**src/rtl/mem2axi_bridge_if.sv**
```systemverilog
// AXI4 bus bundle (32-bit data) used between the mem2axi bridge and a crossbar slave port.
interface axi_intf #(
    parameter int ID_WIDTH = 10
) ();
    logic [ID_WIDTH-1:0] awid;
    logic [31:0]         awaddr;
    logic [7:0]          awlen;
    logic [2:0]          awsize;
    logic [1:0]          awburst;
    logic                awlock;
    logic [3:0]          awcache;
    logic [2:0]          awprot;
    logic                awvalid;
    logic                awready;

    logic [31:0]         wdata;
    logic [3:0]          wstrb;
    logic                wlast;
    logic                wvalid;
    logic                wready;

    logic [ID_WIDTH-1:0] bid;
    logic [1:0]          bresp;
    logic                bvalid;
    logic                bready;

    logic [ID_WIDTH-1:0] arid;
    logic [31:0]         araddr;
    logic [7:0]          arlen;
    logic [2:0]          arsize;
    logic [1:0]          arburst;
    logic                arlock;
    logic [3:0]          arcache;
    logic [2:0]          arprot;
    logic                arvalid;
    logic                arready;

    logic [ID_WIDTH-1:0] rid;
    logic [31:0]         rdata;
    logic [1:0]          rresp;
    logic                rlast;
    logic                rvalid;
    logic                rready;

    modport master (
        output awid, awaddr, awlen, awsize, awburst, awlock, awcache, awprot, awvalid,
        input  awready,
        output wdata, wstrb, wlast, wvalid,
        input  wready,
        input  bid, bresp, bvalid,
        output bready,
        output arid, araddr, arlen, arsize, arburst, arlock, arcache, arprot, arvalid,
        input  arready,
        input  rid, rdata, rresp, rlast, rvalid,
        output rready
    );

    modport slave (
        input  awid, awaddr, awlen, awsize, awburst, awlock, awcache, awprot, awvalid,
        output awready,
        input  wdata, wstrb, wlast, wvalid,
        output wready,
        output bid, bresp, bvalid,
        input  bready,
        input  arid, araddr, arlen, arsize, arburst, arlock, arcache, arprot, arvalid,
        output arready,
        output rid, rdata, rresp, rlast, rvalid,
        input  rready
    );
endinterface

```
**src/rtl/mem2axi_bridge.sv**
```systemverilog
// Single-outstanding memory request port to AXI4 master; one 32-bit single-beat transfer per request.
//   state | meaning
//   IDLE  | waiting for s_cs, request fields latched on entry to a transfer
//   WADDR | AW and W offered independently, each dropped after its own handshake
//   WRESP | BREADY high, waiting for the write response
//   RADDR | ARVALID high until ARREADY
//   RDATA | RREADY high, waiting for read data
//   DONE  | completion cycle: s_busy low, s_do/s_err valid
module mem2axi_bridge #(
    parameter int                  ID_WIDTH = 10,
    parameter logic [ID_WIDTH-1:0] AXI_ID   = '0,
    parameter logic [2:0]          AXI_PROT = 3'b000
) (
    input  logic        aclk,
    input  logic        aresetn,
    input  logic        s_cs,
    input  logic        s_we,
    input  logic [31:0] s_addr,
    input  logic [3:0]  s_byte,
    input  logic [31:0] s_di,
    output logic [31:0] s_do,
    output logic        s_busy,
    output logic        s_err,
    axi_intf.master     m_axi_intf
);
    typedef enum logic [2:0] {IDLE, WADDR, WRESP, RADDR, RDATA, DONE} state_t;

    state_t      state, state_nx;
    logic [31:0] addr_q, di_q, rdata_q;
    logic [3:0]  byte_q;
    logic        awvalid_q, wvalid_q, arvalid_q, bready_q, rready_q;
    logic        aw_done, w_done, err_q;
    logic        aw_hs, w_hs, ar_hs;
    logic        unused_ok;

    assign aw_hs = awvalid_q & m_axi_intf.awready;
    assign w_hs  = wvalid_q & m_axi_intf.wready;
    assign ar_hs = arvalid_q & m_axi_intf.arready;

    always_ff @(posedge aclk) begin
        if (!aresetn) state <= IDLE;
        else          state <= state_nx;
    end

    always_comb begin
        state_nx = state;
        unique case (state)
            IDLE:    if (s_cs) state_nx = s_we ? WADDR : RADDR;
            WADDR:   if ((aw_done | aw_hs) && (w_done | w_hs)) state_nx = WRESP;
            WRESP:   if (m_axi_intf.bvalid) state_nx = DONE;
            RADDR:   if (ar_hs) state_nx = RDATA;
            RDATA:   if (m_axi_intf.rvalid) state_nx = DONE;
            DONE:    state_nx = IDLE;
            default: state_nx = IDLE;
        endcase
    end

    always_ff @(posedge aclk) begin
        if (!aresetn) begin
            addr_q    <= '0;
            byte_q    <= '0;
            di_q      <= '0;
            rdata_q   <= '0;
            err_q     <= 1'b0;
            awvalid_q <= 1'b0;
            wvalid_q  <= 1'b0;
            arvalid_q <= 1'b0;
            bready_q  <= 1'b0;
            rready_q  <= 1'b0;
            aw_done   <= 1'b0;
            w_done    <= 1'b0;
        end else begin
            unique case (state)
                IDLE: begin
                    if (s_cs) begin
                        addr_q <= s_addr;
                        byte_q <= s_we ? s_byte : 4'b0000;
                        di_q   <= s_di;
                        if (s_we) begin
                            awvalid_q <= 1'b1;
                            wvalid_q  <= 1'b1;
                        end else begin
                            arvalid_q <= 1'b1;
                        end
                    end
                end
                WADDR: begin
                    if (aw_hs) begin
                        awvalid_q <= 1'b0;
                        aw_done   <= 1'b1;
                    end
                    if (w_hs) begin
                        wvalid_q <= 1'b0;
                        w_done   <= 1'b1;
                    end
                    if (state_nx == WRESP) begin
                        bready_q <= 1'b1;
                        aw_done  <= 1'b0;
                        w_done   <= 1'b0;
                    end
                end
                WRESP: begin
                    if (m_axi_intf.bvalid) begin
                        bready_q <= 1'b0;
                        err_q    <= m_axi_intf.bresp[1];
                    end
                end
                RADDR: begin
                    if (ar_hs) begin
                        arvalid_q <= 1'b0;
                        rready_q  <= 1'b1;
                    end
                end
                RDATA: begin
                    if (m_axi_intf.rvalid) begin
                        rready_q <= 1'b0;
                        rdata_q  <= m_axi_intf.rdata;
                        err_q    <= m_axi_intf.rresp[1];
                    end
                end
                DONE: begin
                    // completion data is only presented for one cycle
                    rdata_q <= '0;
                    err_q   <= 1'b0;
                end
                default: ;
            endcase
        end
    end

    assign s_busy = s_cs && (state != DONE);
    assign s_do   = rdata_q;
    assign s_err  = err_q;

    assign m_axi_intf.awid    = AXI_ID;
    assign m_axi_intf.awaddr  = addr_q;
    assign m_axi_intf.awlen   = 8'd0;
    assign m_axi_intf.awsize  = 3'b010;
    assign m_axi_intf.awburst = 2'b01;
    assign m_axi_intf.awlock  = 1'b0;
    assign m_axi_intf.awcache = 4'b0000;
    assign m_axi_intf.awprot  = AXI_PROT;
    assign m_axi_intf.awvalid = awvalid_q;
    assign m_axi_intf.wdata   = di_q;
    assign m_axi_intf.wstrb   = byte_q;
    assign m_axi_intf.wlast   = 1'b1;
    assign m_axi_intf.wvalid  = wvalid_q;
    assign m_axi_intf.bready  = bready_q;
    assign m_axi_intf.arid    = AXI_ID;
    assign m_axi_intf.araddr  = addr_q;
    assign m_axi_intf.arlen   = 8'd0;
    assign m_axi_intf.arsize  = 3'b010;
    assign m_axi_intf.arburst = 2'b01;
    assign m_axi_intf.arlock  = 1'b0;
    assign m_axi_intf.arcache = 4'b0000;
    assign m_axi_intf.arprot  = AXI_PROT;
    assign m_axi_intf.arvalid = arvalid_q;
    assign m_axi_intf.rready  = rready_q;

    // response IDs and RLAST are not needed: the crossbar routes, every read is one beat
    assign unused_ok = ^{m_axi_intf.bid, m_axi_intf.rid, m_axi_intf.rlast,
                         m_axi_intf.bresp[0], m_axi_intf.rresp[0]};
endmodule
```
**src/flat_wrapper.sv**
```systemverilog
// flat-port wrapper written by rule: the top's interface ports become plain ports
module mem2axi_bridge_flat 
#(
    parameter int                  ID_WIDTH = 10,
    parameter logic [ID_WIDTH-1:0] AXI_ID   = '0,
    parameter logic [2:0]          AXI_PROT = 3'b000
)
  (aclk, aresetn, s_cs, s_we, s_addr, s_byte, s_di, s_do, s_busy, s_err, m_axi_intf_awid, m_axi_intf_awaddr, m_axi_intf_awlen, m_axi_intf_awsize, m_axi_intf_awburst, m_axi_intf_awlock, m_axi_intf_awcache, m_axi_intf_awprot, m_axi_intf_awvalid, m_axi_intf_awready, m_axi_intf_wdata, m_axi_intf_wstrb, m_axi_intf_wlast, m_axi_intf_wvalid, m_axi_intf_wready, m_axi_intf_bid, m_axi_intf_bresp, m_axi_intf_bvalid, m_axi_intf_bready, m_axi_intf_arid, m_axi_intf_araddr, m_axi_intf_arlen, m_axi_intf_arsize, m_axi_intf_arburst, m_axi_intf_arlock, m_axi_intf_arcache, m_axi_intf_arprot, m_axi_intf_arvalid, m_axi_intf_arready, m_axi_intf_rid, m_axi_intf_rdata, m_axi_intf_rresp, m_axi_intf_rlast, m_axi_intf_rvalid, m_axi_intf_rready);
  axi_intf #(.ID_WIDTH(ID_WIDTH)) m_axi_intf_i ();
  input  logic aclk;
  input  logic aresetn;
  input  logic s_cs;
  input  logic s_we;
  input  logic [31:0] s_addr;
  input  logic [3:0] s_byte;
  input  logic [31:0] s_di;
  output logic [31:0] s_do;
  output logic s_busy;
  output logic s_err;
  output wire logic [$bits(m_axi_intf_i.awid)-1:0] m_axi_intf_awid;
  output wire logic [$bits(m_axi_intf_i.awaddr)-1:0] m_axi_intf_awaddr;
  output wire logic [$bits(m_axi_intf_i.awlen)-1:0] m_axi_intf_awlen;
  output wire logic [$bits(m_axi_intf_i.awsize)-1:0] m_axi_intf_awsize;
  output wire logic [$bits(m_axi_intf_i.awburst)-1:0] m_axi_intf_awburst;
  output wire logic [$bits(m_axi_intf_i.awlock)-1:0] m_axi_intf_awlock;
  output wire logic [$bits(m_axi_intf_i.awcache)-1:0] m_axi_intf_awcache;
  output wire logic [$bits(m_axi_intf_i.awprot)-1:0] m_axi_intf_awprot;
  output wire logic [$bits(m_axi_intf_i.awvalid)-1:0] m_axi_intf_awvalid;
  input wire logic [$bits(m_axi_intf_i.awready)-1:0] m_axi_intf_awready;
  output wire logic [$bits(m_axi_intf_i.wdata)-1:0] m_axi_intf_wdata;
  output wire logic [$bits(m_axi_intf_i.wstrb)-1:0] m_axi_intf_wstrb;
  output wire logic [$bits(m_axi_intf_i.wlast)-1:0] m_axi_intf_wlast;
  output wire logic [$bits(m_axi_intf_i.wvalid)-1:0] m_axi_intf_wvalid;
  input wire logic [$bits(m_axi_intf_i.wready)-1:0] m_axi_intf_wready;
  input wire logic [$bits(m_axi_intf_i.bid)-1:0] m_axi_intf_bid;
  input wire logic [$bits(m_axi_intf_i.bresp)-1:0] m_axi_intf_bresp;
  input wire logic [$bits(m_axi_intf_i.bvalid)-1:0] m_axi_intf_bvalid;
  output wire logic [$bits(m_axi_intf_i.bready)-1:0] m_axi_intf_bready;
  output wire logic [$bits(m_axi_intf_i.arid)-1:0] m_axi_intf_arid;
  output wire logic [$bits(m_axi_intf_i.araddr)-1:0] m_axi_intf_araddr;
  output wire logic [$bits(m_axi_intf_i.arlen)-1:0] m_axi_intf_arlen;
  output wire logic [$bits(m_axi_intf_i.arsize)-1:0] m_axi_intf_arsize;
  output wire logic [$bits(m_axi_intf_i.arburst)-1:0] m_axi_intf_arburst;
  output wire logic [$bits(m_axi_intf_i.arlock)-1:0] m_axi_intf_arlock;
  output wire logic [$bits(m_axi_intf_i.arcache)-1:0] m_axi_intf_arcache;
  output wire logic [$bits(m_axi_intf_i.arprot)-1:0] m_axi_intf_arprot;
  output wire logic [$bits(m_axi_intf_i.arvalid)-1:0] m_axi_intf_arvalid;
  input wire logic [$bits(m_axi_intf_i.arready)-1:0] m_axi_intf_arready;
  input wire logic [$bits(m_axi_intf_i.rid)-1:0] m_axi_intf_rid;
  input wire logic [$bits(m_axi_intf_i.rdata)-1:0] m_axi_intf_rdata;
  input wire logic [$bits(m_axi_intf_i.rresp)-1:0] m_axi_intf_rresp;
  input wire logic [$bits(m_axi_intf_i.rlast)-1:0] m_axi_intf_rlast;
  input wire logic [$bits(m_axi_intf_i.rvalid)-1:0] m_axi_intf_rvalid;
  output wire logic [$bits(m_axi_intf_i.rready)-1:0] m_axi_intf_rready;
  assign m_axi_intf_awid = m_axi_intf_i.awid;
  assign m_axi_intf_awaddr = m_axi_intf_i.awaddr;
  assign m_axi_intf_awlen = m_axi_intf_i.awlen;
  assign m_axi_intf_awsize = m_axi_intf_i.awsize;
  assign m_axi_intf_awburst = m_axi_intf_i.awburst;
  assign m_axi_intf_awlock = m_axi_intf_i.awlock;
  assign m_axi_intf_awcache = m_axi_intf_i.awcache;
  assign m_axi_intf_awprot = m_axi_intf_i.awprot;
  assign m_axi_intf_awvalid = m_axi_intf_i.awvalid;
  assign m_axi_intf_i.awready = m_axi_intf_awready;
  assign m_axi_intf_wdata = m_axi_intf_i.wdata;
  assign m_axi_intf_wstrb = m_axi_intf_i.wstrb;
  assign m_axi_intf_wlast = m_axi_intf_i.wlast;
  assign m_axi_intf_wvalid = m_axi_intf_i.wvalid;
  assign m_axi_intf_i.wready = m_axi_intf_wready;
  assign m_axi_intf_i.bid = m_axi_intf_bid;
  assign m_axi_intf_i.bresp = m_axi_intf_bresp;
  assign m_axi_intf_i.bvalid = m_axi_intf_bvalid;
  assign m_axi_intf_bready = m_axi_intf_i.bready;
  assign m_axi_intf_arid = m_axi_intf_i.arid;
  assign m_axi_intf_araddr = m_axi_intf_i.araddr;
  assign m_axi_intf_arlen = m_axi_intf_i.arlen;
  assign m_axi_intf_arsize = m_axi_intf_i.arsize;
  assign m_axi_intf_arburst = m_axi_intf_i.arburst;
  assign m_axi_intf_arlock = m_axi_intf_i.arlock;
  assign m_axi_intf_arcache = m_axi_intf_i.arcache;
  assign m_axi_intf_arprot = m_axi_intf_i.arprot;
  assign m_axi_intf_arvalid = m_axi_intf_i.arvalid;
  assign m_axi_intf_i.arready = m_axi_intf_arready;
  assign m_axi_intf_i.rid = m_axi_intf_rid;
  assign m_axi_intf_i.rdata = m_axi_intf_rdata;
  assign m_axi_intf_i.rresp = m_axi_intf_rresp;
  assign m_axi_intf_i.rlast = m_axi_intf_rlast;
  assign m_axi_intf_i.rvalid = m_axi_intf_rvalid;
  assign m_axi_intf_rready = m_axi_intf_i.rready;
  mem2axi_bridge #(.ID_WIDTH(ID_WIDTH), .AXI_ID(AXI_ID), .AXI_PROT(AXI_PROT)) u_core (.aclk(aclk), .aresetn(aresetn), .s_cs(s_cs), .s_we(s_we), .s_addr(s_addr), .s_byte(s_byte), .s_di(s_di), .s_do(s_do), .s_busy(s_busy), .s_err(s_err), .m_axi_intf(m_axi_intf_i));
endmodule
```
**config.mk**
```make
export PLATFORM = sky130hd
export DESIGN_NAME = mem2axi_bridge_flat
export DESIGN_NICKNAME = d
export VERILOG_FILES = /design/src/rtl/mem2axi_bridge_if.sv /design/src/rtl/mem2axi_bridge.sv /design/src/flat_wrapper.sv
export SDC_FILE = /design/constraint.sdc
export NUM_CORES = 1
export LEC_CHECK = 0
export ABC_AREA = 1
export BUFFER_PORTS_ARGS = -buffer_cell sky130_fd_sc_hd__buf_4
export CAP_MARGIN = 20
export CORE_MARGIN = 1.5
export CORE_UTILIZATION = 25
export DETAILED_ROUTE_END_ITERATION = 16
export MAX_ROUTING_LAYER = met4
export PLACE_DENSITY = 0.55
export SLEW_MARGIN = 20
export SYNTH_ARGS = -nofsm -noshare
export SYNTH_HDL_FRONTEND = slang
export SYNTH_SLANG_ARGS = --single-unit
```
**constraint.sdc**
```tcl
create_clock -name aclk -period 1.9 [get_ports aclk]
set_clock_uncertainty 0.1 [all_clocks]
set_input_delay 0.095 -clock aclk [delete_from_list [all_inputs] [get_ports aclk]]
set_output_delay 0.095 -clock aclk [all_outputs]
set_load 0.005 [all_outputs]
```
# After elaboration in Yosys (flattened, before gate mapping)
# Cells that the tools add are included.
[totals]
reg_bits = 111
inputBits = 134
output_inout_bits = 202
elab_cells = 88
[classes]
n_eq_ne = 16
mux = 33
bitwise_logic = 5
n_reduce_logical = 21
[op_table]
columns = ["cell", "n"]
rows = [
  ["32-bit one-hot mux with 2 select lines", 1],
  ["32-bit two-way mux", 1],
  ["1-bit two-way mux", 17],
  ["3-bit two-way mux", 5],
  ["3-bit one-hot mux with 5 select lines", 1],
  ["2-bit nonzero test", 7],
  ["4-bit AND reduction", 3],
  ["2-bit inequality test (second input constant)", 5],
  ["1-bit one-hot mux with 2 select lines", 5],
  ["3-bit by 2-bit == test with 1-bit output (second input constant)", 3],
  ["3-bit AND reduction", 3],
  ["2-bit by 1-bit inequality test with 1-bit output (second input constant)", 4],
  ["2-bit AND reduction", 4],
  ["3-bit == test (second input constant)", 2],
  ["4-bit two-way mux", 1],
  ["1-bit AND", 3],
  ["3-bit by 1-bit == test with 1-bit output (second input constant)", 1],
  ["3-bit zero test", 1],
  ["3-bit inequality test (second input constant)", 1],
  ["1-bit one-hot mux with 3 select lines", 1],
  ["3-bit nonzero test", 1],
  ["1-bit logical AND", 2],
  ["2-bit two-way mux", 1],
  ["1-bit OR", 2],
]

# Logic depth before layout (Yosys ltp)
# Gate-level depths: netlist (run 1).
[depth]
word_depth = 8
depth_mapped = 8
ltp_nobuf = 8

# Worst setup path after synthesis (run 1)
# OpenSTA, ideal clock, no wires.
[synth_path]
path_type = "register to register"
startpoint = "register u_core.state[0]"
endpoint = "register u_core.rdata_q[0] (netlist: u_core.s_do[0])"
setup_time_ns = 0.116
t_arrival_ns = 1.125
required_time_ns = 1.684
slack_ns = 0.560
stages_incl_launch_ff = 8
path_buffers = 1
period_less_slack_ns = 1.340
path_cell_list = "dfxtp_1 > nor2_2 > nand2_2 > nor2_8 > inv_2 > buf_6 > nor2_1 > nor2_1"
[synth_via]
elab_chain_cells = 3
elab_cells_between_ends = 6
cone_classes = "eq/ne: 3; mux: 1; reduce/logical: 2"
[synth_lines]
columns = ["element", "line", "source"]
rows = [
  ["from (decl)", "mem2axi_bridge.sv:28", "state_t state, state_nx;"],
  ["from (signal assigned)", "mem2axi_bridge.sv:42", "else state <= state_nx;"],
  ["3-bit == test", "mem2axi_bridge.sv:73", "unique case (state)"],
  ["2-bit inequality test (no line) or 2-bit nonzero test (tied branches)", "n/a", ""],
  ["2-bit AND reduction (no line)", "n/a", ""],
  ["to (signal assigned)", "mem2axi_bridge.sv:117", "rdata_q <= m_axi_intf.rdata;"],
  ["to (decl)", "mem2axi_bridge.sv:29", "logic [31:0] addr_q, di_q, rdata_q;"],
]
# Several ways; a longest one is shown, not always the timed one.
# A chain may end at the register's enable or synchronous reset.

# Final worst setup path (run 1)
[layout_path]
startpoint = "register u_core.state[2]"
endpoint = "output port s_busy"
[layout_via]
elab_chain_cells = 2
[layout_lines]
columns = ["element", "line", "source"]
rows = [
  ["3-bit inequality test", "mem2axi_bridge.sv:131", "assign s_busy = s_cs && (state != DONE);"],
  ["1-bit logical AND", "mem2axi_bridge.sv:131", ""],
  ["to (decl)", "flat_wrapper.sv:18", "output logic s_busy;"],
]
# No other way between the ends.

==> results.txt, run 1 <==
----------------------------------------------------
[Finish]
  P&R area growth vs syn ... 60.0%
  Post-route cell area ... 7930 um2
  Number of fill cells in the layout ... 1994
  Final nets ... 1071
  N_diodes ... 0
  Layout cell share with drive strength beyond 1 ... 0.311
  Final standard cell count with taps included and fillers excluded ... 1206

[Drt]
  First DRT Iteration DRCs ... 184
  Routed metal-1 wire length ... around 6500 um
  Average routed wire per standard cell ... around 13 um
  Detailed-route wire length ... 15400 um
  Final ANT Viol Nets ... 0
  Met3 wire len ... 1000 um
  Total met2 wirelength after detailed routing ... 7710 um
  1st-pass router iterations ... 4
  DRC violation count after routing ... 0
  Average vias per placed instance ... 4.14
  Vias post-DR ... about 5000
  Top routing layer in use ... met4

[Timing]
  Total negative slack for setup checks ... 0 ns
  Setup Viol. Count Final ... 0
  Final hold viol count ... 0
  Unrepaired setup endpoints after global routing ... false
  Tcrit/Tclk final ... 0.884
  Number of max-slew violations in the final report ... 0
  Final worst slack ... 0.219 ns
  FMAX ... 0.595 GHz
  Post-route minimum period ... 1.68 ns

[Yosys]
  Gate count after technology mapping ... around 640
  Sequential fraction of the synthesis area ... 0.448
  Cell with the most instances after synthesis ... sky130_fd_sc_hd__nand2_1
  Yosys top cell area share ... 0.448
  Synth Cell Area ... 4960 um2
  Top cells by area, synth ... sky130_fd_sc_hd__dfxtp_1 (45%), sky130_fd_sc_hd__buf_4 (14%), sky130_fd_sc_hd__nand2_1 (11%)
  Leading post-synthesis cells by instance count ... sky130_fd_sc_hd__nand2_1 (143), sky130_fd_sc_hd__dfxtp_1 (111), sky130_fd_sc_hd__a21oi_1 (97)
  Asr flop ratio synth ... 0
  Synth Warn # ... 0
  Number of enable-type register cells in the synthesized netlist ... 0
  Area leader, netlist ... sky130_fd_sc_hd__dfxtp_1
  Average size of a mapped cell ... 7.78 um2
  Most used flip-flop cell after synthesis ... sky130_fd_sc_hd__dfxtp_1
  Post-synthesis cell type count ... 23
  Synth Register Bits ... 111

[Floorplanning]
  Starting density of the core ... 0.255
  Horizontal die dimension ... 144 um
  Core area ... between 15000 and 20000 um2
  Die height ... 144 um
  Core Rows ... between 50 and 60
  Area of the die ... slightly above 20000 um2
  Boundary Pins ... 336

[Power and ir drop]
  Overall Power ... approximately 0.0066 W
  Static power due to leakage ... roughly 3.6 nW
  PD cells ... roughly 830 nW/um2
  Worst vdd rail ir drop ... 454 uV

[Global routing]
  Total congestion overflow ... 0
  Global-route usage over all layers ... 0.146
  Number of global-route vias before repair ... 4556
  Antenna violations before repair ... 0
  First-pass GRT wire length ... 22900 um
  Largest net degree at the start of global routing ... 45

[Clock network]
  TritonCTS Sinks ... approximately 110
  Clock buffers created by TritonCTS ... 9
  CTS resizes ... 0
  Max Root-Sink Buffers ... 2
  Clock-pin slew reported for the worst setup and hold paths after clock tree synthesis ... 0.07 ns
  Number of H-tree levels ... 3
  Setup fix buffers added after clock tree synthesis ... 0
  CTS tree ... done
  Clock root buffer ... sky130_fd_sc_hd__clkbuf_16
  Hold-fix buffer count after cts ... 103
  Clock latency at the later pin of the worst-skew pair ... 0.35 ns

[Critical path]
  Startpoint-to-endpoint class of the critical path ... flop to output port
  Delay of the slowest critical-path stage ... 0.56 ns
  Kind of capture point of the worst setup path ... output port
  Cell type of the slowest stage on the worst timing path ... sky130_fd_sc_hd__dfxtp_1
  Nature of the critical path startpoint ... flop
  Maximum fanout along the worst path ... 9
  Signal arrival time at the worst endpoint ... 1.49 ns
  Ordered cell list for the critical path ... nand3_1 > nand2_1 > inv_1 > buf_4
  WP data required ... approximately 1.7 ns

[Placed design]
  Cell Area, Placed ... approximately 6600 um2
  Placed Cells ... 1088
  Weighted congestion at the end of routability-driven global placement ... approximately 0.76
  Setup Slack @ Placement ... 0.292 ns
  # port buffers ... roughly 250
  HPWL Detailed ... 10400 um

[Min path]
  Min-Delay Path Class ... primary input to flop

[Flow run]
  Max-cap check violation count ... 0

[Run status]
  Run status ... finished, final reports clean

----------------------------------------------------
[stage by stage]
step | hold slack, ns | util
CTS | 0.00448 | 0.408
global route | 0.0128 | 0.408
detailed placement | 0.223 | 0.339
finish | 0.0136 | 0.408
global placement | 0.217 | 0.339
floorplan | 0.130 | -
[where the power goes]
group          leakage [nW]  switching (W)  internal, W
Sequential            0.905       0.000177      0.00257
Combinational          2.59       0.000948     0.000977
Clock                 0.146       0.000903      0.00103
Total                  3.64        0.00203      0.00457
[worst max-delay path: cells and delay by family, from the launching register on]
family / cells / cell delay (ns)
flops: 1 / 0.56
simple gates: 2 / 0.41
buf+inv: 2 / 0.16
[flip-flops by register name, indices dropped and copies added (netlist names)]
signal / count
u_core.aw_done: 1
u_core.m_axi_intf.arvalid: 1
u_core.s_err: 1
u_core.s_do: 32
u_core.m_axi_intf.bready: 1
u_core.m_axi_intf.wdata: 32
u_core.m_axi_intf.araddr: 32
u_core.m_axi_intf.rready: 1
u_core.m_axi_intf.wstrb: 4
u_core.m_axi_intf.wvalid: 1
u_core.m_axi_intf.awvalid: 1
u_core.state: 3
u_core.w_done: 1
[worst paths after layout]
kind	start	end	slack [ns]	cells past startpoint
setup reg to reg	u_core.state[2]$_SDFF_PN0_	u_core.state[0]$_SDFF_PN0_	0.29	6
setup / recovery	u_core.state[2]$_SDFF_PN0_	s_busy	0.22	4
hold reg to reg	u_core.aw_done$_SDFFE_PN0P_	u_core.aw_done$_SDFFE_PN0P_	0.35	2
hold / removal	s_addr[29]	u_core.m_axi_intf.araddr[29]$_SDFFE_PN0P_	0.01	3
[layer usage]
metal,vias up,track usage
met1,2261,0.165
met2,203,0.252
met5,-,-
met3,17,0.0337
li1,2507,-
met4,0,0.0494
[cells by family after synthesis]
| logic type | count (synthesis) | synth area share |
|---|---|---|
| other | 2 | 0.00151 |
| AND/OR/NAND/NOR | 258 | 0.229 |
| AO/OA/AOI/OAI | 112 | 0.116 |
| buffers and inverters | 154 | 0.205 |
| flip-flops | 111 | 0.448 |
[cell type report]
cell class              count  area, um2  share of cell area
flip-flops and latches    111       2220               0.280
clock buffers               9        225              0.0284
inverters                  21       78.8             0.00994
multi-input cells         433       1950               0.246
well taps                 265        332              0.0418
clock inverters             6       70.1             0.00883
repair buffers            361       3060               0.385
[cell usage in the layout (no fill, tap or decap)]
master | netlist | final
sky130_fd_sc_hd__a21oi_1 | 97 | 97
sky130_fd_sc_hd__nand4_1 | 4 | 4
sky130_fd_sc_hd__nand2_4 | 1 | 1
sky130_fd_sc_hd__clkinv_4 | 0 | 2
sky130_fd_sc_hd__nand2_1 | 143 | 143
sky130_fd_sc_hd__nand2_2 | 6 | 6
sky130_fd_sc_hd__dlygate4sd3_1 | 0 | 103
sky130_fd_sc_hd__nor2_8 | 2 | 2
sky130_fd_sc_hd__inv_1 | 16 | 16
sky130_fd_sc_hd__dfxtp_1 | 111 | 111
sky130_fd_sc_hd__buf_4 | 95 | 251
sky130_fd_sc_hd__o21ai_0 | 11 | 11
sky130_fd_sc_hd__conb_1 | 2 | 63
sky130_fd_sc_hd__clkinv_2 | 0 | 1
sky130_fd_sc_hd__inv_2 | 5 | 5
sky130_fd_sc_hd__nor2_4 | 1 | 1
sky130_fd_sc_hd__nor2_2 | 1 | 1
sky130_fd_sc_hd__bufinv_16 | 0 | 1
sky130_fd_sc_hd__buf_12 | 1 | 7
sky130_fd_sc_hd__nor3_1 | 2 | 2
sky130_fd_sc_hd__nor2_1 | 25 | 25
sky130_fd_sc_hd__inv_6 | 0 | 2
sky130_fd_sc_hd__a21oi_2 | 4 | 4
sky130_fd_sc_hd__clkbuf_16 | 0 | 9
sky130_fd_sc_hd__nand3_1 | 73 | 73
(Power assumes the default switching activity.)
==> run 2, diff against run 1 <==
Settings changed: PLACE_DENSITY 0.55 to default, PLACE_DENSITY_LB_ADDON from default to 0.2.
==> run 2 against run 1 <==
  * Critical path depth unchanged
  * Clock power shrank 5%
  * Worst setup slack worse by 0.055 ns
  * Sequential power hardly changed
  * Combinational power up 4%
  * First-iteration DRC count decreased by 23%
  * Core utilization increased by 0.28 points
  * Via count increased by 1.3%
  * Global-route usage decreased by 0.13 points
  * Cell area increased by 0.68%
  * Critical endpoint unchanged
  * Highest routed layer unchanged
==> results.txt, run 2 (synthesis results as in run 1) <==
----------------------------------------------------
[Run status]
  Run status ... finished, final reports clean (unchanged)

[Power and ir drop]
  Static power due to leakage ... 3.65 nW (was 3.64 nW)
  Worst vdd rail ir drop ... 378 uV (was 454 uV)
  Overall Power ... 0.00658 W (was 0.00660 W)
  PD cells ... 823 nW/um2 (was 832 nW/um2)

[Min path]
  Min-Delay Path Class ... primary input to flop (unchanged)

[Drt]
  1st-pass router iterations ... 4 (unchanged)
  DRC violation count after routing ... 0 (unchanged)
  Final ANT Viol Nets ... 0 (unchanged)
  Vias post-DR ... 5052 (was 4988)
  Average routed wire per standard cell ... 12.5 um (was 12.8 um)
  Detailed-route wire length ... 15200 um (was 15400 um)
  Average vias per placed instance ... 4.16 (was 4.14)
  First DRT Iteration DRCs ... 141 (was 184)

[Critical path]
  Signal arrival time at the worst endpoint ... 1.54 ns (was 1.49 ns)
  Maximum fanout along the worst path ... 9 (unchanged)
  Setup slack of the most critical reg-to-reg path ... 0.17 ns (was 0.29 ns)
  Kind of capture point of the worst setup path ... output port (unchanged)
  WP data required ... 1.70 ns (about the same)
  Nature of the critical path startpoint ... flop (unchanged)
  Startpoint-to-endpoint class of the critical path ... flop to output port (unchanged)

[Finish]
  Final nets ... 1080 (was 1071)
  Commonest cells after routing, fill and taps aside ... sky130_fd_sc_hd__buf_4 (256), sky130_fd_sc_hd__nand2_1 (143), sky130_fd_sc_hd__dfxtp_1 (110) (was sky130_fd_sc_hd__buf_4 (251), sky130_fd_sc_hd__nand2_1 (143), sky130_fd_sc_hd__dfxtp_1 (111))
  Layout cell share with drive strength beyond 1 ... 0.314 (was 0.311)
  N_diodes ... 0 (unchanged)
  Area used by sequential logic in the layout ... 2220 um2 (about the same)
  Number of fill cells in the layout ... 2003 (was 1994)
  Most frequent standard cell in the layout excluding fill and tap cells ... sky130_fd_sc_hd__buf_4 (unchanged)
  Area of the multi-input gates ... 1950 um2 (unchanged)
  Final standard cell count with taps included and fillers excluded ... 1215 (was 1206)
  P&R area growth vs syn ... 61.1% (was 60.0%)
  Post-route cell area ... 7990 um2 (was 7930 um2)

[Clock network]
  Clock-pin slew reported for the worst setup and hold paths after clock tree synthesis ... 0.07 ns (about the same)
  CTS tree ... done (unchanged)
  Clock latency at the later pin of the worst-skew pair ... 0.34 ns (was 0.35 ns)
  Clock root buffer ... sky130_fd_sc_hd__clkbuf_16 (unchanged)
  Max Root-Sink Buffers ... 2 (unchanged)
  Clock buffers created by TritonCTS ... 9 (unchanged)
  Number of H-tree levels ... 3 (unchanged)
  TritonCTS Sinks ... 111 (unchanged)

[Global routing]
  Largest net degree at the start of global routing ... 64 (was 45)
  Global-route usage over all layers ... 0.145 (was 0.146)
  First-pass GRT wire length ... 22900 um (about the same)
  Number of global-route vias before repair ... 4640 (was 4556)
  Antenna violations before repair ... 0 (unchanged)
  Total congestion overflow ... 0 (unchanged)

[Timing]
  Post-route minimum period ... 1.74 ns (was 1.68 ns)
  Setup Viol. Count Final ... 0 (unchanged)
  FMAX ... 0.576 GHz (was 0.595 GHz)
  Worst hold slack ... 0.0464 ns (was 0.0136 ns)
  Final hold viol count ... 0 (unchanged)
  Tcrit/Tclk final ... 0.913 (was 0.884)
  Number of max-slew violations in the final report ... 0 (unchanged)
  Total negative slack for setup checks ... 0 ns (unchanged)
  Unrepaired setup endpoints after global routing ... false (unchanged)

[Placed design]
  HPWL Detailed ... 10100 um (was 10400 um)
  # port buffers ... 249 (unchanged)
  Cell Area, Placed ... 6600 um2 (was 6610 um2)
  Weighted congestion at the end of routability-driven global placement ... 0.772 (was 0.756)
  Placed Cells ... 1089 (was 1088)

[Flow run]
  Max-cap check violation count ... 0 (unchanged)

[Floorplanning]
  Core area ... 19500 um2 (unchanged)
  Boundary Pins ... 336 (unchanged)
  Area of the die ... 20700 um2 (unchanged)
  Horizontal die dimension ... 144 um (unchanged)
  Core Rows ... 51 (unchanged)
  Starting density of the core ... 0.255 (unchanged)
  Die height ... 144 um (unchanged)

----------------------------------------------------
## run 2: layer usage
metal,GRT usage,share of wire,vias up
li1,-,-,2527
met1,0.167,0.43,2318
met2,0.250,0.50,194
met3,0.0330,0.059,13
met4,0.0397,0.012,0
met5,-,0,-
## run 2: repair_timing
| action | 4_1_cts | 5_1_grt |
|---|---|---|
| hold buffers | 108 | 0 |
| setup buffers | 0 | 3 |
| endpoints found under the setup margin | 0 | 5 |
| resized for setup | 0 | 1 |
| endpoints found under the hold margin | 109 | 0 |
## run 2: path summary, 6_finish.rpt
check / end / depth (start not counted) / startpoint
setup reg to reg: u_core.state[2]$_SDFF_PN0_ / 6 / u_core.state[2]$_SDFF_PN0_
setup / recovery: s_busy / 4 / u_core.state[2]$_SDFF_PN0_
hold / removal: u_core.m_axi_intf.wvalid$_SDFFE_PN0P_ / 4 / m_axi_intf_wready
hold reg to reg: u_core.aw_done$_SDFFE_PN0P_ / 2 / u_core.aw_done$_SDFFE_PN0P_
## run 2: through the flow
step                utilization  setup slack, ns
finish                    0.410            0.165
global route              0.410           0.0232
CTS                       0.409           0.0998
detailed placement        0.339            0.285
global placement          0.339            0.287
floorplan                     -            0.560
## run 2: final cells by class
| class | count | share of cell area |
|---|---|---|
| clock buffers | 10 | 0.0299 |
| multi-input cells | 433 | 0.244 |
| flip-flops and latches | 111 | 0.278 |
| repair buffers | 370 | 0.391 |
| inverters | 21 | 0.00987 |
| well taps | 265 | 0.0415 |
| clock inverters | 5 | 0.00517 |
## run 2: power breakdown
part | switching (W) | total, W | internal [W]
combinational | 0.000959 | 0.00199 | 0.00103
clock | 0.000907 | 0.00184 | 0.000933
sequential | 0.000176 | 0.00274 | 0.00257
total | 0.00204 | 0.00658 | 0.00453
## run 2: critical path, stage by stage, from the launching register on
cell and delay [ns]:
sky130_fd_sc_hd__dfxtp_1 0.57, sky130_fd_sc_hd__nand3_1 0.32, sky130_fd_sc_hd__nand2_1 0.14, sky130_fd_sc_hd__inv_1 0.05, sky130_fd_sc_hd__buf_4 0.12
==> run 3, diff against run 2 <==
Settings changed: ABC_AREA 1 to default.
==> run 3 against run 2 <==
  * Sequential share of layout area is 0.19 points lower
  * Via count is 8.8% lower
  * Critical path depth stayed put
  * Clock power hardly changed
  * Cell area is 0.64% higher
  * Global-route usage is 0.90 points lower
  * Area after synthesis is 1.9% higher
  * Cell count is 4.5% lower
  * Routed wire length is 6.3% lower
  * Sequential power is 6% lower
  * Non-clock buffer count is 6 lower
  * Fmax is 1.2% higher
  * Critical endpoint unchanged
  * Largest power group unchanged
  * Highest routed layer unchanged
==> results.txt, run 3 <==
----------------------------------------------------
[Yosys]
  Post-synthesis cell type count ... 36 (was 23)
  Cell with the most instances after synthesis ... sky130_fd_sc_hd__nand2_1 (unchanged)
  Gate count after technology mapping ... 583 (was 637)
  Number of enable-type register cells in the synthesized netlist ... 0 (unchanged)
  Synth Warn # ... 0 (unchanged)
  Synth Register Bits ... 111 (unchanged)
  Average size of a mapped cell ... 8.66 um2 (was 7.78 um2)
  Asr flop ratio synth ... 0 (unchanged)
  Yosys top cell area share ... 0.440 (was 0.448)
  Top cells by area, synth ... sky130_fd_sc_hd__dfxtp_1 (44%), sky130_fd_sc_hd__buf_4 (16%), sky130_fd_sc_hd__nand2_1 (13%) (was sky130_fd_sc_hd__dfxtp_1 (45%), sky130_fd_sc_hd__buf_4 (14%), sky130_fd_sc_hd__nand2_1 (11%))
  Sequential fraction of the synthesis area ... 0.440 (was 0.448)
  Area leader, netlist ... sky130_fd_sc_hd__dfxtp_1 (unchanged)
  Most used flip-flop cell after synthesis ... sky130_fd_sc_hd__dfxtp_1 (unchanged)
  Leading post-synthesis cells by instance count ... sky130_fd_sc_hd__nand2_1 (175), sky130_fd_sc_hd__dfxtp_1 (111), sky130_fd_sc_hd__buf_4 (107) (was sky130_fd_sc_hd__nand2_1 (143), sky130_fd_sc_hd__dfxtp_1 (111), sky130_fd_sc_hd__a21oi_1 (97))
  Synth Cell Area ... 5050 um2 (was 4960 um2)

[Flow run]
  Max-cap check violation count ... 0 (unchanged)

[Drt]
  Detailed-route wire length ... 14300 um (was 15200 um)
  DRC violation count after routing ... 0 (unchanged)
  Average vias per placed instance ... 3.97 (was 4.16)
  First DRT Iteration DRCs ... 98 (was 141)
  Final ANT Viol Nets ... 0 (unchanged)
  Average routed wire per standard cell ... 12.3 um (was 12.5 um)
  1st-pass router iterations ... 4 (unchanged)
  Vias post-DR ... 4606 (was 5052)

[Critical path]
  Ordered cell list for the critical path ... nor2b_4 > nand2_1 > and2_1 > buf_4 (was nand3_1 > nand2_1 > inv_1 > buf_4)
  Combined buffer and inverter count along the critical path ... 1 (was 2)
  Top delay family on crit path ... simple AND/OR/NAND/NOR gates (was flip-flops)
  WP data required ... 1.70 ns (about the same)
  Maximum fanout along the worst path ... 10 (was 9)
  Delay of the slowest critical-path stage ... 0.51 ns (was 0.57 ns)
  Nature of the critical path startpoint ... flop (unchanged)
  Startpoint-to-endpoint class of the critical path ... flop to output port (unchanged)
  Setup slack of the most critical reg-to-reg path ... 0.33 ns (was 0.17 ns)
  Kind of capture point of the worst setup path ... output port (unchanged)
  Signal arrival time at the worst endpoint ... 1.52 ns (was 1.54 ns)
  Cell type of the slowest stage on the worst timing path ... sky130_fd_sc_hd__dfxtp_1 (unchanged)

[Finish]
  Number of fill cells in the layout ... 1982 (was 2003)
  Final nets ... 1023 (was 1080)
  Commonest cells after routing, fill and taps aside ... sky130_fd_sc_hd__buf_4 (254), sky130_fd_sc_hd__nand2_1 (174), sky130_fd_sc_hd__dfxtp_1 (111) (was sky130_fd_sc_hd__buf_4 (256), sky130_fd_sc_hd__nand2_1 (143), sky130_fd_sc_hd__dfxtp_1 (110))
  Area of the multi-input gates ... 2130 um2 (was 1950 um2)
  Area used by sequential logic in the layout ... 2220 um2 (about the same)
  Final standard cell count with taps included and fillers excluded ... 1160 (was 1215)
  P&R area growth vs syn ... 59.1% (was 61.1%)
  Layout cell share with drive strength beyond 1 ... 0.334 (was 0.314)
  Most frequent standard cell in the layout excluding fill and tap cells ... sky130_fd_sc_hd__buf_4 (unchanged)

[Global routing]
  Total congestion overflow ... 0 (unchanged)
  First-pass GRT wire length ... 22800 um (was 22900 um)
  Global-route usage over all layers ... 0.136 (was 0.145)
  Number of global-route vias before repair ... 4502 (was 4640)
  Largest net degree at the start of global routing ... 45 (was 64)
  Antenna violations before repair ... 1 (was 0)

[Power and ir drop]
  PD cells ... 708 nW/um2 (was 823 nW/um2)
  Static power due to leakage ... 3.62 nW (was 3.65 nW)
  Worst vdd rail ir drop ... 412 uV (was 378 uV)
  Overall Power ... 0.00569 W (was 0.00658 W)

[Floorplanning]
  Die height ... 145 um (was 144 um)
  Core Rows ... 51 (unchanged)
  Starting density of the core ... 0.257 (was 0.255)
  Area of the die ... 21100 um2 (was 20700 um2)
  Core area ... 19700 um2 (was 19500 um2)
  Horizontal die dimension ... 145 um (was 144 um)
  Boundary Pins ... 336 (unchanged)

[Timing]
  Final hold viol count ... 0 (unchanged)
  Total negative slack for setup checks ... 0 ns (unchanged)
  Max-slew headroom ... 0.659
  Worst hold slack ... 0.0204 ns (was 0.0464 ns)
  Setup Viol. Count Final ... 0 (unchanged)
  Unrepaired setup endpoints after global routing ... false (unchanged)
  Tcrit/Tclk final ... 0.902 (was 0.913)
  FMAX ... 0.583 GHz (was 0.576 GHz)
  Post-route minimum period ... 1.71 ns (was 1.74 ns)
  Number of max-slew violations in the final report ... 0 (unchanged)
  Least-Margin Pin Slew ... around 0.51 ns

[Clock network]
  CTS tree ... done (unchanged)
  Clock-pin slew reported for the worst setup and hold paths after clock tree synthesis ... 0.07 ns (about the same)
  CTS resizes ... 0 (unchanged)
  Setup fix buffers added after clock tree synthesis ... 0 (unchanged)
  Hold-fix buffer count after cts ... 104 (was 108)
  Number of H-tree levels ... 3 (unchanged)
  Clock buffers created by TritonCTS ... 9 (unchanged)
  Clock latency at the later pin of the worst-skew pair ... 0.34 ns (about the same)
  Clock root buffer ... sky130_fd_sc_hd__clkbuf_16 (unchanged)
  Max Root-Sink Buffers ... 2 (unchanged)
  TritonCTS Sinks ... 111 (unchanged)

[Placed design]
  # port buffers ... 249 (unchanged)
  HPWL Detailed ... 9520 um (was 10100 um)
  Placed Cells ... 1039 (was 1089)
  Weighted congestion at the end of routability-driven global placement ... 0.692 (was 0.772)

[Run status]
  Run status ... finished, final reports clean (unchanged)

[Min path]
  Min-Delay Path Class ... primary input to flop (unchanged)

----------------------------------------------------
-- run 3: cell count changes in the layout (fill, tap and decap cells not counted), sizes merged, moves of 3 or more --
cell	previous run	this run
inv	23	2
a31oi	0	3
nand2	150	175
nor2b	0	21
a22oi	0	16
a21oi	101	19
dlygate4sd3	108	104
a21boi	0	71
o21ai	11	3
nor2	29	4
and2	0	3
nand3	73	7
nand4	4	1
-- run 3: report_power, final --
| part | internal [W] | switching [W] | leakage [nW] |
|---|---|---|---|
| Clock | 0.000935 | 0.000908 | 0.139 |
| Combinational | 0.000724 | 0.000540 | 2.57 |
| Sequential | 0.00247 | 0.000110 | 0.905 |
| Total | 0.00413 | 0.00156 | 3.62 |
-- run 3: final timing paths --
path	end	start	cells after the start
worst max-delay path	s_busy	u_core.state[2]$_SDFF_PN0_	4
worst min-delay path	u_core.m_axi_intf.wvalid$_SDFFE_PN0P_	m_axi_intf_wready	3
worst max register to register	u_core.m_axi_intf.wdata[8]$_SDFFE_PN0P_	u_core.state[2]$_SDFF_PN0_	5
worst min register to register	u_core.m_axi_intf.wstrb[3]$_SDFFE_PN0P_	u_core.m_axi_intf.wstrb[3]$_SDFFE_PN0P_	2
-- run 3: kinds of logic (layout without fill, tap and decap cells) --
kind of cell           count (synthesis)  in the layout  share of synthesized area
and+or+nand+nor                      218            218                      0.185
DFF                                  111            111                      0.440
muxes                                  1              1                    0.00198
other                                  2             64                    0.00149
AOI/OAI and AO/OA                    121            121                      0.187
buffers and inverters                130            380                      0.184
-- run 3: metal layers --
layer  track usage  part of all wire  vias to the layer above
li1              -                 -                     2343
met3        0.0374             0.062                       13
met4        0.0362             0.012                        0
met5             -                 0                        -
met2         0.222              0.47                      171
met1         0.164              0.46                     2079
-- run 3: area by class of cell --
cell class | count | area share
tap | 265 | 0.0413
clock buffer | 10 | 0.0297
clock inverter | 6 | 0.00545
sequential | 111 | 0.276
timing repair buffer | 364 | 0.382
antenna | 1 | 0.000311
multi-input combinational | 403 | 0.265
-- run 3: per-stage QoR --
| step | worst slack, ns | instance area [um2] | util |
|---|---|---|---|
| final | 0.186 | 8040 | 0.409 |
| after global routing | 0.0591 | 8040 | 0.409 |
| after CTS | 0.153 | 8040 | 0.409 |
| after detailed placement | 0.353 | 6710 | 0.341 |
| after global placement | 0.355 | 6710 | 0.341 |
| after floorplan | 0.539 | 5280 | - |
-- run 3: worst reg2reg max path, stage by stage (launching register included) --
cell and delay, ns:
sky130_fd_sc_hd__dfxtp_1 0.51, sky130_fd_sc_hd__nor2b_1 0.14, sky130_fd_sc_hd__nand2_2 0.19, sky130_fd_sc_hd__buf_4 0.32
sky130_fd_sc_hd__nand2_1 0.11, sky130_fd_sc_hd__a21boi_1 0.14
